## src/rtl/fir4_chan_sched_pkg.sv

```systemverilog
// Shared types and constants for the multi-channel fir4 scheduler.
package fir4_sched_pkg;

    localparam int CHAN_W_MAX = 3;
    localparam int MAX_LAT    = 4;

    localparam logic [1:0] CNT_PRIMED = 2'd3;

    typedef logic [CHAN_W_MAX-1:0] chan_t;

    typedef struct packed {
        logic  valid;
        chan_t chan;
        logic  primed;
    } tag_t;

    // Warm-up counter step: saturates once the history is full.
    function automatic logic [1:0] cnt_inc(input logic [1:0] cnt);
        if (cnt == CNT_PRIMED) begin
            return cnt;
        end else begin
            return cnt + 2'd1;
        end
    endfunction

endpackage

```

## src/rtl/fir4_chan_sched_if.sv

```systemverilog
// Sample, tap and result bundle between the scheduler (slave) and its environment (master).
interface fir4_chan_sched_if #(
    parameter int W   = 16,
    parameter int NCH = 4,
    parameter int CW  = $clog2(NCH)
);
    logic               en;
    logic [NCH-1:0]     in_valid;
    logic [NCH*W-1:0]   in_data;
    logic [NCH-1:0]     in_ready;
    logic [NCH-1:0]     flush;
    logic [W-1:0]       tap_a;
    logic [W-1:0]       tap_b;
    logic [W-1:0]       tap_c;
    logic [W-1:0]       tap_d;
    logic               tap_valid;
    logic [CW-1:0]      tap_chan;
    logic [W+1:0]       sum_in;
    logic               out_valid;
    logic [CW-1:0]      out_chan;
    logic [W+1:0]       out_sum;
    logic               out_primed;

    modport slave (
        input  en, in_valid, in_data, flush, sum_in,
        output in_ready, tap_a, tap_b, tap_c, tap_d, tap_valid, tap_chan,
               out_valid, out_chan, out_sum, out_primed
    );

    modport master (
        output en, in_valid, in_data, flush, sum_in,
        input  in_ready, tap_a, tap_b, tap_c, tap_d, tap_valid, tap_chan,
               out_valid, out_chan, out_sum, out_primed
    );

endinterface

```

## src/rtl/fir4_chan_sched_rr_arb.sv

```systemverilog
// NCH-way round-robin arbiter: one-hot grant searched cyclically from a registered pointer.
module fir4_rr_arb #(
    parameter int NCH = 4,
    parameter int CW  = $clog2(NCH)
) (
    input  logic           clk,
    input  logic           rst_n,
    input  logic           en,
    input  logic [NCH-1:0] req,
    output logic [NCH-1:0] gnt,
    output logic [CW-1:0]  gnt_idx,
    output logic           gnt_any
);

    logic [CW-1:0] ptr_q;
    logic [CW-1:0] ptr_d;
    logic [CW:0]   idx_s;

    // First requester at or after the pointer; suppressed while in reset.
    always_comb begin
        gnt     = '0;
        gnt_idx = '0;
        gnt_any = 1'b0;
        idx_s   = '0;
        for (int k = 0; k < NCH; k++) begin
            idx_s = {1'b0, ptr_q} + (CW+1)'(k);
            if (idx_s >= (CW+1)'(NCH)) begin
                idx_s = idx_s - (CW+1)'(NCH);
            end else begin
                idx_s = idx_s;
            end
            if (en && rst_n && !gnt_any && req[idx_s[CW-1:0]]) begin
                gnt_any                = 1'b1;
                gnt[idx_s[CW-1:0]]     = 1'b1;
                gnt_idx                = idx_s[CW-1:0];
            end else begin
                gnt_any = gnt_any;
            end
        end
    end

    // Pointer moves past the winner; holds when nothing is granted.
    always_comb begin
        if (gnt_any) begin
            if (gnt_idx == CW'(NCH-1)) begin
                ptr_d = '0;
            end else begin
                ptr_d = gnt_idx + CW'(1);
            end
        end else begin
            ptr_d = ptr_q;
        end
    end

    // Pointer register.
    always_ff @(posedge clk or negedge rst_n) begin
        if (!rst_n) begin
            ptr_q <= '0;
        end else begin
            ptr_q <= ptr_d;
        end
    end

endmodule

```

## src/rtl/fir4_chan_sched.sv

```systemverilog
// Channel scheduler for a shared 4-tap FIR adder: arbitration, per-channel history,
// tap issue and channel-tag tracking across the external datapath latency.
module fir4_chan_sched
    import fir4_sched_pkg::*;
#(
    parameter int w   = 16,
    parameter int NCH = 4,
    parameter int LAT = 1
) (
    input  logic               clk,
    input  logic               reset,
    fir4_chan_sched_if.slave   bus
);

    localparam int CW    = $clog2(NCH);
    localparam int DEPTH = (LAT > MAX_LAT) ? MAX_LAT : ((LAT < 1) ? 1 : LAT);

    logic [NCH-1:0]        gnt_s;
    logic [CW-1:0]         gidx_s;
    logic                  gany_s;
    logic signed [w-1:0]   x_s;

    logic signed [w-1:0]   hist_q [NCH][3];
    logic signed [w-1:0]   hist_d [NCH][3];
    logic [1:0]            cnt_q  [NCH];
    logic [1:0]            cnt_d  [NCH];

    logic signed [w-1:0]   tap_a_q, tap_a_d, tap_b_q, tap_b_d;
    logic signed [w-1:0]   tap_c_q, tap_c_d, tap_d_q, tap_d_d;
    logic                  tap_valid_q, tap_valid_d;
    logic [CW-1:0]         tap_chan_q, tap_chan_d;
    logic                  tap_primed_q, tap_primed_d;

    tag_t                  tag_q [DEPTH];
    tag_t                  tag_d [DEPTH];
    tag_t                  tail_s;
    logic                  tail_ok_s;

    logic                  out_valid_q, out_valid_d;
    logic [CW-1:0]         out_chan_q, out_chan_d;
    logic [w+1:0]          out_sum_q, out_sum_d;
    logic                  out_primed_q, out_primed_d;

    fir4_rr_arb #(.NCH(NCH), .CW(CW)) u_arb (
        .clk     (clk),
        .rst_n   (reset),
        .en      (bus.en),
        .req     (bus.in_valid),
        .gnt     (gnt_s),
        .gnt_idx (gidx_s),
        .gnt_any (gany_s)
    );

    assign bus.in_ready = gnt_s;

    // Sample of the granted channel.
    always_comb begin
        x_s = '0;
        for (int i = 0; i < NCH; i++) begin
            if (gidx_s == CW'(i)) begin
                x_s = bus.in_data[i*w +: w];
            end else begin
                x_s = x_s;
            end
        end
    end

    // History/count update and tap vector; flushes land before the accept so a
    // same-cycle flush+accept issues (x,0,0,0) and restarts the warm-up.
    always_comb begin
        hist_d       = hist_q;
        cnt_d        = cnt_q;
        tap_a_d      = tap_a_q;
        tap_b_d      = tap_b_q;
        tap_c_d      = tap_c_q;
        tap_d_d      = tap_d_q;
        tap_valid_d  = 1'b0;
        tap_chan_d   = tap_chan_q;
        tap_primed_d = tap_primed_q;
        for (int i = 0; i < NCH; i++) begin
            if (bus.flush[i]) begin
                hist_d[i][0] = '0;
                hist_d[i][1] = '0;
                hist_d[i][2] = '0;
                cnt_d[i]     = 2'd0;
            end else begin
                cnt_d[i] = cnt_d[i];
            end
        end
        if (gany_s) begin
            tap_valid_d          = 1'b1;
            tap_chan_d           = gidx_s;
            tap_a_d              = x_s;
            tap_b_d              = hist_d[gidx_s][0];
            tap_c_d              = hist_d[gidx_s][1];
            tap_d_d              = hist_d[gidx_s][2];
            tap_primed_d         = (cnt_d[gidx_s] == CNT_PRIMED);
            hist_d[gidx_s][2]    = hist_d[gidx_s][1];
            hist_d[gidx_s][1]    = hist_d[gidx_s][0];
            hist_d[gidx_s][0]    = x_s;
            cnt_d[gidx_s]        = cnt_inc(cnt_d[gidx_s]);
        end else begin
            tap_valid_d = 1'b0;
        end
    end

    // Tag pipe shadows the datapath so the tail lines up with sum_in.
    always_comb begin
        tag_d[0]             = '0;
        tag_d[0].valid       = tap_valid_q;
        tag_d[0].chan[CW-1:0] = tap_chan_q;
        tag_d[0].primed      = tap_primed_q;
        for (int k = 1; k < DEPTH; k++) begin
            tag_d[k] = tag_q[k-1];
        end
    end

    assign tail_s    = tag_q[DEPTH-1];
    // A tag naming a nonexistent channel is dropped rather than reported.
    assign tail_ok_s = tail_s.valid && ({1'b0, tail_s.chan} < (CHAN_W_MAX+1)'(NCH));

    // Result register; fields hold while no result is presented.
    always_comb begin
        out_valid_d  = tail_ok_s;
        out_chan_d   = out_chan_q;
        out_sum_d    = out_sum_q;
        out_primed_d = out_primed_q;
        if (tail_ok_s) begin
            out_chan_d   = tail_s.chan[CW-1:0];
            out_sum_d    = bus.sum_in;
            out_primed_d = tail_s.primed;
        end else begin
            out_sum_d    = out_sum_q;
        end
    end

    // State registers; reset discards history and every in-flight tag.
    always_ff @(posedge clk or negedge reset) begin
        if (!reset) begin
            for (int i = 0; i < NCH; i++) begin
                for (int j = 0; j < 3; j++) begin
                    hist_q[i][j] <= '0;
                end
                cnt_q[i] <= 2'd0;
            end
            tap_a_q      <= '0;
            tap_b_q      <= '0;
            tap_c_q      <= '0;
            tap_d_q      <= '0;
            tap_valid_q  <= 1'b0;
            tap_chan_q   <= '0;
            tap_primed_q <= 1'b0;
            for (int k = 0; k < DEPTH; k++) begin
                tag_q[k] <= '0;
            end
            out_valid_q  <= 1'b0;
            out_chan_q   <= '0;
            out_sum_q    <= '0;
            out_primed_q <= 1'b0;
        end else begin
            hist_q       <= hist_d;
            cnt_q        <= cnt_d;
            tap_a_q      <= tap_a_d;
            tap_b_q      <= tap_b_d;
            tap_c_q      <= tap_c_d;
            tap_d_q      <= tap_d_d;
            tap_valid_q  <= tap_valid_d;
            tap_chan_q   <= tap_chan_d;
            tap_primed_q <= tap_primed_d;
            tag_q        <= tag_d;
            out_valid_q  <= out_valid_d;
            out_chan_q   <= out_chan_d;
            out_sum_q    <= out_sum_d;
            out_primed_q <= out_primed_d;
        end
    end

    assign bus.tap_a      = tap_a_q;
    assign bus.tap_b      = tap_b_q;
    assign bus.tap_c      = tap_c_q;
    assign bus.tap_d      = tap_d_q;
    assign bus.tap_valid  = tap_valid_q;
    assign bus.tap_chan   = tap_chan_q;
    assign bus.out_valid  = out_valid_q;
    assign bus.out_chan   = out_chan_q;
    assign bus.out_sum    = out_sum_q;
    assign bus.out_primed = out_primed_q;

endmodule
```

## src/flat_wrapper.sv

```systemverilog
// flat-port wrapper written by rule: the top's interface ports become plain ports
module fir4_chan_sched_flat import fir4_sched_pkg::*;
#(
    parameter int w   = 16,
    parameter int NCH = 4,
    parameter int LAT = 1
)
  (clk, reset, bus_en, bus_in_valid, bus_in_data, bus_flush, bus_sum_in, bus_in_ready, bus_tap_a, bus_tap_b, bus_tap_c, bus_tap_d, bus_tap_valid, bus_tap_chan, bus_out_valid, bus_out_chan, bus_out_sum, bus_out_primed);
  fir4_chan_sched_if #(.NCH(NCH)) bus_i ();
  input  logic clk;
  input  logic reset;
  input wire logic [$bits(bus_i.en)-1:0] bus_en;
  input wire logic [$bits(bus_i.in_valid)-1:0] bus_in_valid;
  input wire logic [$bits(bus_i.in_data)-1:0] bus_in_data;
  input wire logic [$bits(bus_i.flush)-1:0] bus_flush;
  input wire logic [$bits(bus_i.sum_in)-1:0] bus_sum_in;
  output wire logic [$bits(bus_i.in_ready)-1:0] bus_in_ready;
  output wire logic [$bits(bus_i.tap_a)-1:0] bus_tap_a;
  output wire logic [$bits(bus_i.tap_b)-1:0] bus_tap_b;
  output wire logic [$bits(bus_i.tap_c)-1:0] bus_tap_c;
  output wire logic [$bits(bus_i.tap_d)-1:0] bus_tap_d;
  output wire logic [$bits(bus_i.tap_valid)-1:0] bus_tap_valid;
  output wire logic [$bits(bus_i.tap_chan)-1:0] bus_tap_chan;
  output wire logic [$bits(bus_i.out_valid)-1:0] bus_out_valid;
  output wire logic [$bits(bus_i.out_chan)-1:0] bus_out_chan;
  output wire logic [$bits(bus_i.out_sum)-1:0] bus_out_sum;
  output wire logic [$bits(bus_i.out_primed)-1:0] bus_out_primed;
  assign bus_i.en = bus_en;
  assign bus_i.in_valid = bus_in_valid;
  assign bus_i.in_data = bus_in_data;
  assign bus_i.flush = bus_flush;
  assign bus_i.sum_in = bus_sum_in;
  assign bus_in_ready = bus_i.in_ready;
  assign bus_tap_a = bus_i.tap_a;
  assign bus_tap_b = bus_i.tap_b;
  assign bus_tap_c = bus_i.tap_c;
  assign bus_tap_d = bus_i.tap_d;
  assign bus_tap_valid = bus_i.tap_valid;
  assign bus_tap_chan = bus_i.tap_chan;
  assign bus_out_valid = bus_i.out_valid;
  assign bus_out_chan = bus_i.out_chan;
  assign bus_out_sum = bus_i.out_sum;
  assign bus_out_primed = bus_i.out_primed;
  fir4_chan_sched #(.w(w), .NCH(NCH), .LAT(LAT)) u_core (.clk(clk), .reset(reset), .bus(bus_i));
endmodule
```

## config.mk

```make
export PLATFORM = sky130hd
export DESIGN_NAME = fir4_chan_sched_flat
export DESIGN_NICKNAME = d
export VERILOG_FILES = /design/src/rtl/fir4_chan_sched_pkg.sv /design/src/rtl/fir4_chan_sched_if.sv /design/src/rtl/fir4_chan_sched_rr_arb.sv /design/src/rtl/fir4_chan_sched.sv /design/src/flat_wrapper.sv
export SDC_FILE = /design/constraint.sdc
export NUM_CORES = 1
export LEC_CHECK = 0
export ABC_AREA = 0
export BUFFER_PORTS_ARGS = -buffer_cell sky130_fd_sc_hd__buf_2
export CAP_MARGIN = 20
export CORE_MARGIN = 4
export CORE_UTILIZATION = 30
export CTS_BUF_LIST = sky130_fd_sc_hd__clkbuf_8
export DETAILED_ROUTE_END_ITERATION = 8
export GPL_TIMING_DRIVEN = 0
export PLACE_DENSITY_LB_ADDON = 0.3
export SLEW_MARGIN = 5
export SYNTH_ARGS = -nofsm -noshare
export SYNTH_HDL_FRONTEND = slang
export SYNTH_HIERARCHICAL = 1
export SYNTH_SLANG_ARGS = --single-unit
export TNS_END_PERCENT = 10
```

## constraint.sdc

```tcl
create_clock -name clk -period 4.4 [get_ports clk]
set_input_delay 0.44 -clock clk [delete_from_list [all_inputs] [get_ports clk]]
set_output_delay 0.44 -clock clk [all_outputs]
set_load 0.005 [all_outputs]
```

---- Word-level counts from Yosys, hierarchy flattened ----
Index checks and enable logic that the tools add are counted.
storage, ports and cells
  register bits ........................... 296
  bits in latches ......................... 0
  memory bits (writable) .................. 0
  ROM bits ................................ 0
  output and inout bits ................... 93
  word-level logic and storage cells ...... 152
  memories ................................ 0
cells by class
  add/sub/neg operators ................... 9
  multipliers ............................. 0
  div/mod/pow operators ................... 0
  $lt $le $gt $ge ......................... 15
  equal/unequal tests ..................... 4
  shifts and indexed selects .............. 0
  multiplexer cells ....................... 71
  bitwise operators ....................... 4
  reductions and logical operators ........ 18
operators by type and width
  kind                   count
  $bwmux W192            3
  $mux W48               9
  $demux W48 S2          3
  $bmux W48 S2           2
  $mux W192              1
  $mux W16               5
  $mux W2                18
  $mux W32               1
  $mux W4                4
  $lt A2 B3 Y1 const B   5
  $logic_and A1 B1 Y1    14
  $mux W1                13
  $ge A3 B3 Y1 const B   4
  $or A4 B4 Y4           3
  $bmux W1 S2            4
  $bwmux W8              1
  $demux W1 S2           4
  $ge A2 B1 Y1 const B   4
  $mux W8                1
  $sub A2 B1 Y2 const B  4
  $add A2 B2 Y3 const B  2
  $eq A2 B2 Y1 const B   3
  $add A2 B1 Y2 const B  2
  $bmux W2 S2            1
  8 further kinds        10

---- Depth between registers and ports, before layout ----
  depth after elaboration ................. 30
  depth in mapped cells ................... 14
  mapped depth without buffers ............ 9

---- By module ----
Netlist, hierarchy kept.
modules (own cells, without submodules)
  module           times used  cells an instance  area each (µm²)  seq. area each (µm²)
  fir4_chan_sched  1           1157               13778.2          7357.1
  fir4_rr_arb      1           57                 546.8            50.0

---- Worst setup path after synthesis ----
No wires, ideal clock.
  path type ............................... flip-flop to flip-flop
  from .................................... register with a tool-made name
  to ...................................... register u_core.tap_b_q[2], in the netlist u_core/bus.tap_b[2]
  setup time .............................. 0.125 ns
  data arrival time ....................... 3.368 ns
  data required time ...................... 4.275 ns
  path slack .............................. 0.907 ns
  stages on the path, launching flop included .. 14
  period minus slack after synthesis ...... 3.493 ns
  path through ............................ dfrtp_1 -> buf_6 -> inv_1 -> ha_1 -> mux4_1 -> mux2_4 -> a221oi_2 -> nor2_1 -> buf_2 -> inv_2 -> buf_6 -> buf_2 -> mux4_2 -> mux2_2
RTL lines
  element               line                    source
  to (signal assigned)  fir4_chan_sched.sv:164  tap_b_q <= tap_b_d;
  to (decl)             fir4_chan_sched.sv:28   logic signed [w-1:0] tap_a_q, tap_a_d, tap_b_q, tap_b_d;

==> qor.csv <==
stage,metric,value,unit
outcome,outcome,finished clean,
yosys,Yosys top cell area share,51.7,%
yosys,Mapped Avg Cell Area,11.8,sq um
layout,Fillers,4648,
hold_path,Worst Hold Endpoint,u_core/hist_q[33],
yosys,Post-synth EDFFs,0,
global_routing,All-Layer GR Usage,18.9,%
timing,Slew @ Worst Pin,0.957,ns
clock_network,Num CTS Buffers,51,
clock_network,root buf cell,clkbuf_8,
floorplanning,starting density of the core,30.6,%
clock_network,Worst-Skew Late Latency,0.61,ns
global_routing,largest net degree at the start of global routing,104,
layout,register area,7410,sq um
floorplanning,Die Wd,227,um
timing,share of the clock period used by the worst path,97.6,%
timing,RSZ-0062 raised after global routing,true,
yosys,"top cells by area, synth","dfrtp_1 52%, mux4_2 10%, mux2_2 8.3%, nor2b_1 5.3%, nand2_1 3.6%",
pwr,total power,8450,uW
job,Max Cap Violations,0,
setup_path,worst endpoint required time,4.86,ns
pwr,P_leak,0.00818,uW
setup_path,crit-path max FO,10,
place,DP HPWL,33600,um
yosys,Yosys reg bits,296,
layout,Nets,1554,
setup_path,"reg-to-reg slack, setup",0.10,ns
hold_path,Hold Crit Class,input pin to flip-flop,
floorplanning,IO Pins,186,
setup_path,R2R cell count,13,
yosys,synth cell count leaders,"296 x dfrtp_1, 139 x nand2_1, 121 x nor2b_1",
place,DP Cell Count,2006,
yosys,sequential element share of the synthesized area,51.7,%
yosys,"Net Count, Synth",1315,
yosys,post-synthesis mux area share,20.2,%
setup_path,Crit path arrival time,4.76,ns
floorplanning,core footprint,46900,sq um
layout,layout cell share with drive strength beyond 1,33.5,%
yosys,Yosys Warn Count,6,
setup_path,CP endpoint kind,flip-flop,
yosys,Synth area leader,dfrtp_1,
drt,Via density,5.10,
timing,Max Clock Skew,0.0360,ns
yosys,Simple-Gate Fraction of Synth Area,15.4,%
clock_network,clock-pin slew on the worst setup and hold paths,0.06,ns
timing,final hold vios,0,
layout,area occupied by multi-input gates,6380,sq um
yosys,largest family of logic cells by synthesized area,multiplexers,
drt,TritonRoute pass-1 iters,5,
yosys,compound-gate portion of the synthesized area,8.12,%
yosys,Synth Area in Adders,0.699,%
layout,non-filler instance count after layout,2099,
yosys,XOR/XNOR Fraction of Synth Area,0.0611,%
yosys,Post-Syn Instances,1214,
setup_path,r2r endpoint,u_core/hist_q[160],
yosys,synth unique cells,52,
timing,final setup vio count,0,
floorplanning,die area,51300,sq um
drt,Post-DRT Antenna Nets,0,
yosys,synthesized area,14300,sq um
pwr,Power per Cell Area,492,nW/um^2
global_routing,grt total ovfl,0,
clock_network,TritonCTS clock tree,built,
timing,Slew Limit Fails,0,
yosys,top_reg_cell synth,dfrtp_1,
floorplanning,Cell Rows,79,
clock_network,Max clock buf depth,3,
timing,normalized max-slew margin,36.2,%
drt,DRT iter0 DRCs,785,
place,GPL Wtd Cong,0.848,
clock_network,clock tree sinks,296,
drt,routed length per instance,23.5,um
timing,f_max,0.233,GHz
drt,total number of vias,10700,
timing,minimum clock period,4.30,ns
hold_path,Worst Hold Depth,3,
clock_network,H-tree levels,2,
timing,Fin Setup TNS,0,ns
setup_path,Setup CP Type,flip-flop to flip-flop,
drt,DRC viols,0,
hold_path,hold path startpoint,bus_in_data[49],
pwr,worst-case vdd ir drop,0.000209,V
global_routing,initial antenna violation count,2,
yosys,post-synthesis async set-or-reset flop share,100,%
place,input/output buffers,182,
drt,Routed WL,49300,um
layout,Layout area overhead,20.0,%
yosys,"count leader, synth",dfrtp_1,
setup_path,crit start category,flip-flop,
global_routing,vias in the first global route,11000,
floorplanning,Die Span Y,227,um
global_routing,first-pass GRT wire length,72700,um
-- how the worst max path moves through the flow --
| stage | to | slack (ns) | cells past startpoint |
|---|---|---|---|
| 2_1_floorplan | u_core/bus.tap_b[2] | 0.91 | 13 |
| 3_3_place_gp | u_core/hist_q[18] | -5.53 | 8 |
| 3_5_place_dp | u_core/bus.tap_b[2] | 0.07 | 12 |
| 4_1_cts | u_core/bus.tap_b[2] | 0.08 | 12 |
| 5_1_grt | u_core/hist_q[153] | -0.09 | 12 |
| 6_report | u_core/hist_q[160] | 0.10 | 13 |
-- flip-flops by register name (all words and copies together) (netlist names), named ones only --
signal                 cells
u_core/u_arb/ptr_q         1
u_core/bus.tap_a          16
u_core/bus.tap_valid       1
u_core/bus.tap_c          16
u_core/bus.out_sum        18
u_core/cnt_q               8
u_core/bus.tap_chan        2
u_core/bus.out_primed      1
u_core/tag_q               4
u_core/bus.out_valid       1
u_core/hist_q            192
u_core/bus.tap_b          16
u_core/tap_primed_q        1
u_core/bus.out_chan        2
u_core/bus.tap_d          16
-- layer usage --
layer / global-route usage (%) / up-vias / wire length (um)
met4: 5.13 / 0 / 1210
met1: 26.3 / 5484 / 21800
met2: 30.9 / 395 / 23400
met5: 0 / - / 0
li1: - / 4757 / -
met3: 3.25 / 78 / 2910
-- per-stage QoR --
step / worst slack [ns] / area (sq um) / util (%) / hold slack (ns)
2_1_floorplan: 0.907 / 14300 / - / 0.144
3_3_place_gp: -5.53 / 16000 / 34.1 / 0.361
3_5_place_dp: 0.0718 / 16100 / 34.3 / 0.352
4_1_cts: 0.0773 / 17200 / 36.7 / 0.00788
5_1_grt: -0.0885 / 17200 / 36.7 / 0.0465
6_report: 0.104 / 17200 / 36.7 / 0.0468
-- critical path, stage by stage, from the launching register on --
cell and delay, ns:
dfrtp_1 0.45, buf_6 0.18, inv_1 0.11, ha_1 0.37
mux4_1 0.61, mux2_4 0.29, a221oi_2 0.29, nor2_1 0.12
buf_2 0.21, inv_2 0.27, buf_6 0.26, buf_4 0.31
mux4_2 0.40, mux2_2 0.29
-- cell type report --
class	count	area share (%)
Clock inverter	25	0.990
Buffer	95	2.94
Timing Repair Buffer	186	5.90
Sequential cell	296	43.1
Tap cell	607	4.42
Inverter	11	0.240
Antenna cell	1	0.0146
Multi-Input combinational cell	812	37.1
Clock buffer	66	5.28
-- power breakdown --
| part | total (uW) | internal (uW) | switching, uW |
|---|---|---|---|
| clock | 2640 | 1460 | 1170 |
| sequential | 3280 | 3100 | 180 |
| combinational | 2530 | 1040 | 1490 |
-- timing repair --
item | 4_1_cts | 5_1_grt
endpoints found under the setup margin | 0 | 84
hold endpoints to repair | 37 | 0
hold buffers | 1 | 0
gates resized for setup | 0 | 6
buffers inserted | 0 | 0
-- layout by cell type, fill, tap and decap left out, types with 20 or more instances in the layout --
cell | synthesis | final
nor2_1 | 51 | 51
a21oi_1 | 27 | 27
nor2b_1 | 121 | 121
nand2_1 | 139 | 139
buf_2 | 46 | 224
mux4_2 | 65 | 65
o21ai_1 | 46 | 46
mux2_2 | 106 | 106
inv_1 | 9 | 27
clkbuf_8 | 0 | 66
dfrtp_1 | 296 | 295
mux2i_1 | 20 | 20
nand2b_1 | 72 | 72
a21o_1 | 27 | 27
o21ai_0 | 32 | 32
clkbuf_1 | 33 | 32
-- kinds of logic after synthesis --
kind of cell / count (synthesis)
muxes: 193
AOI/OAI and AO/OA: 186
DFF: 296
xor gates and xnor gates: 1
adders and majority gates: 8
buffers and inverters: 106
and+or+nand+nor: 424
No activity file was read; power rests on OpenSTA's default activity.
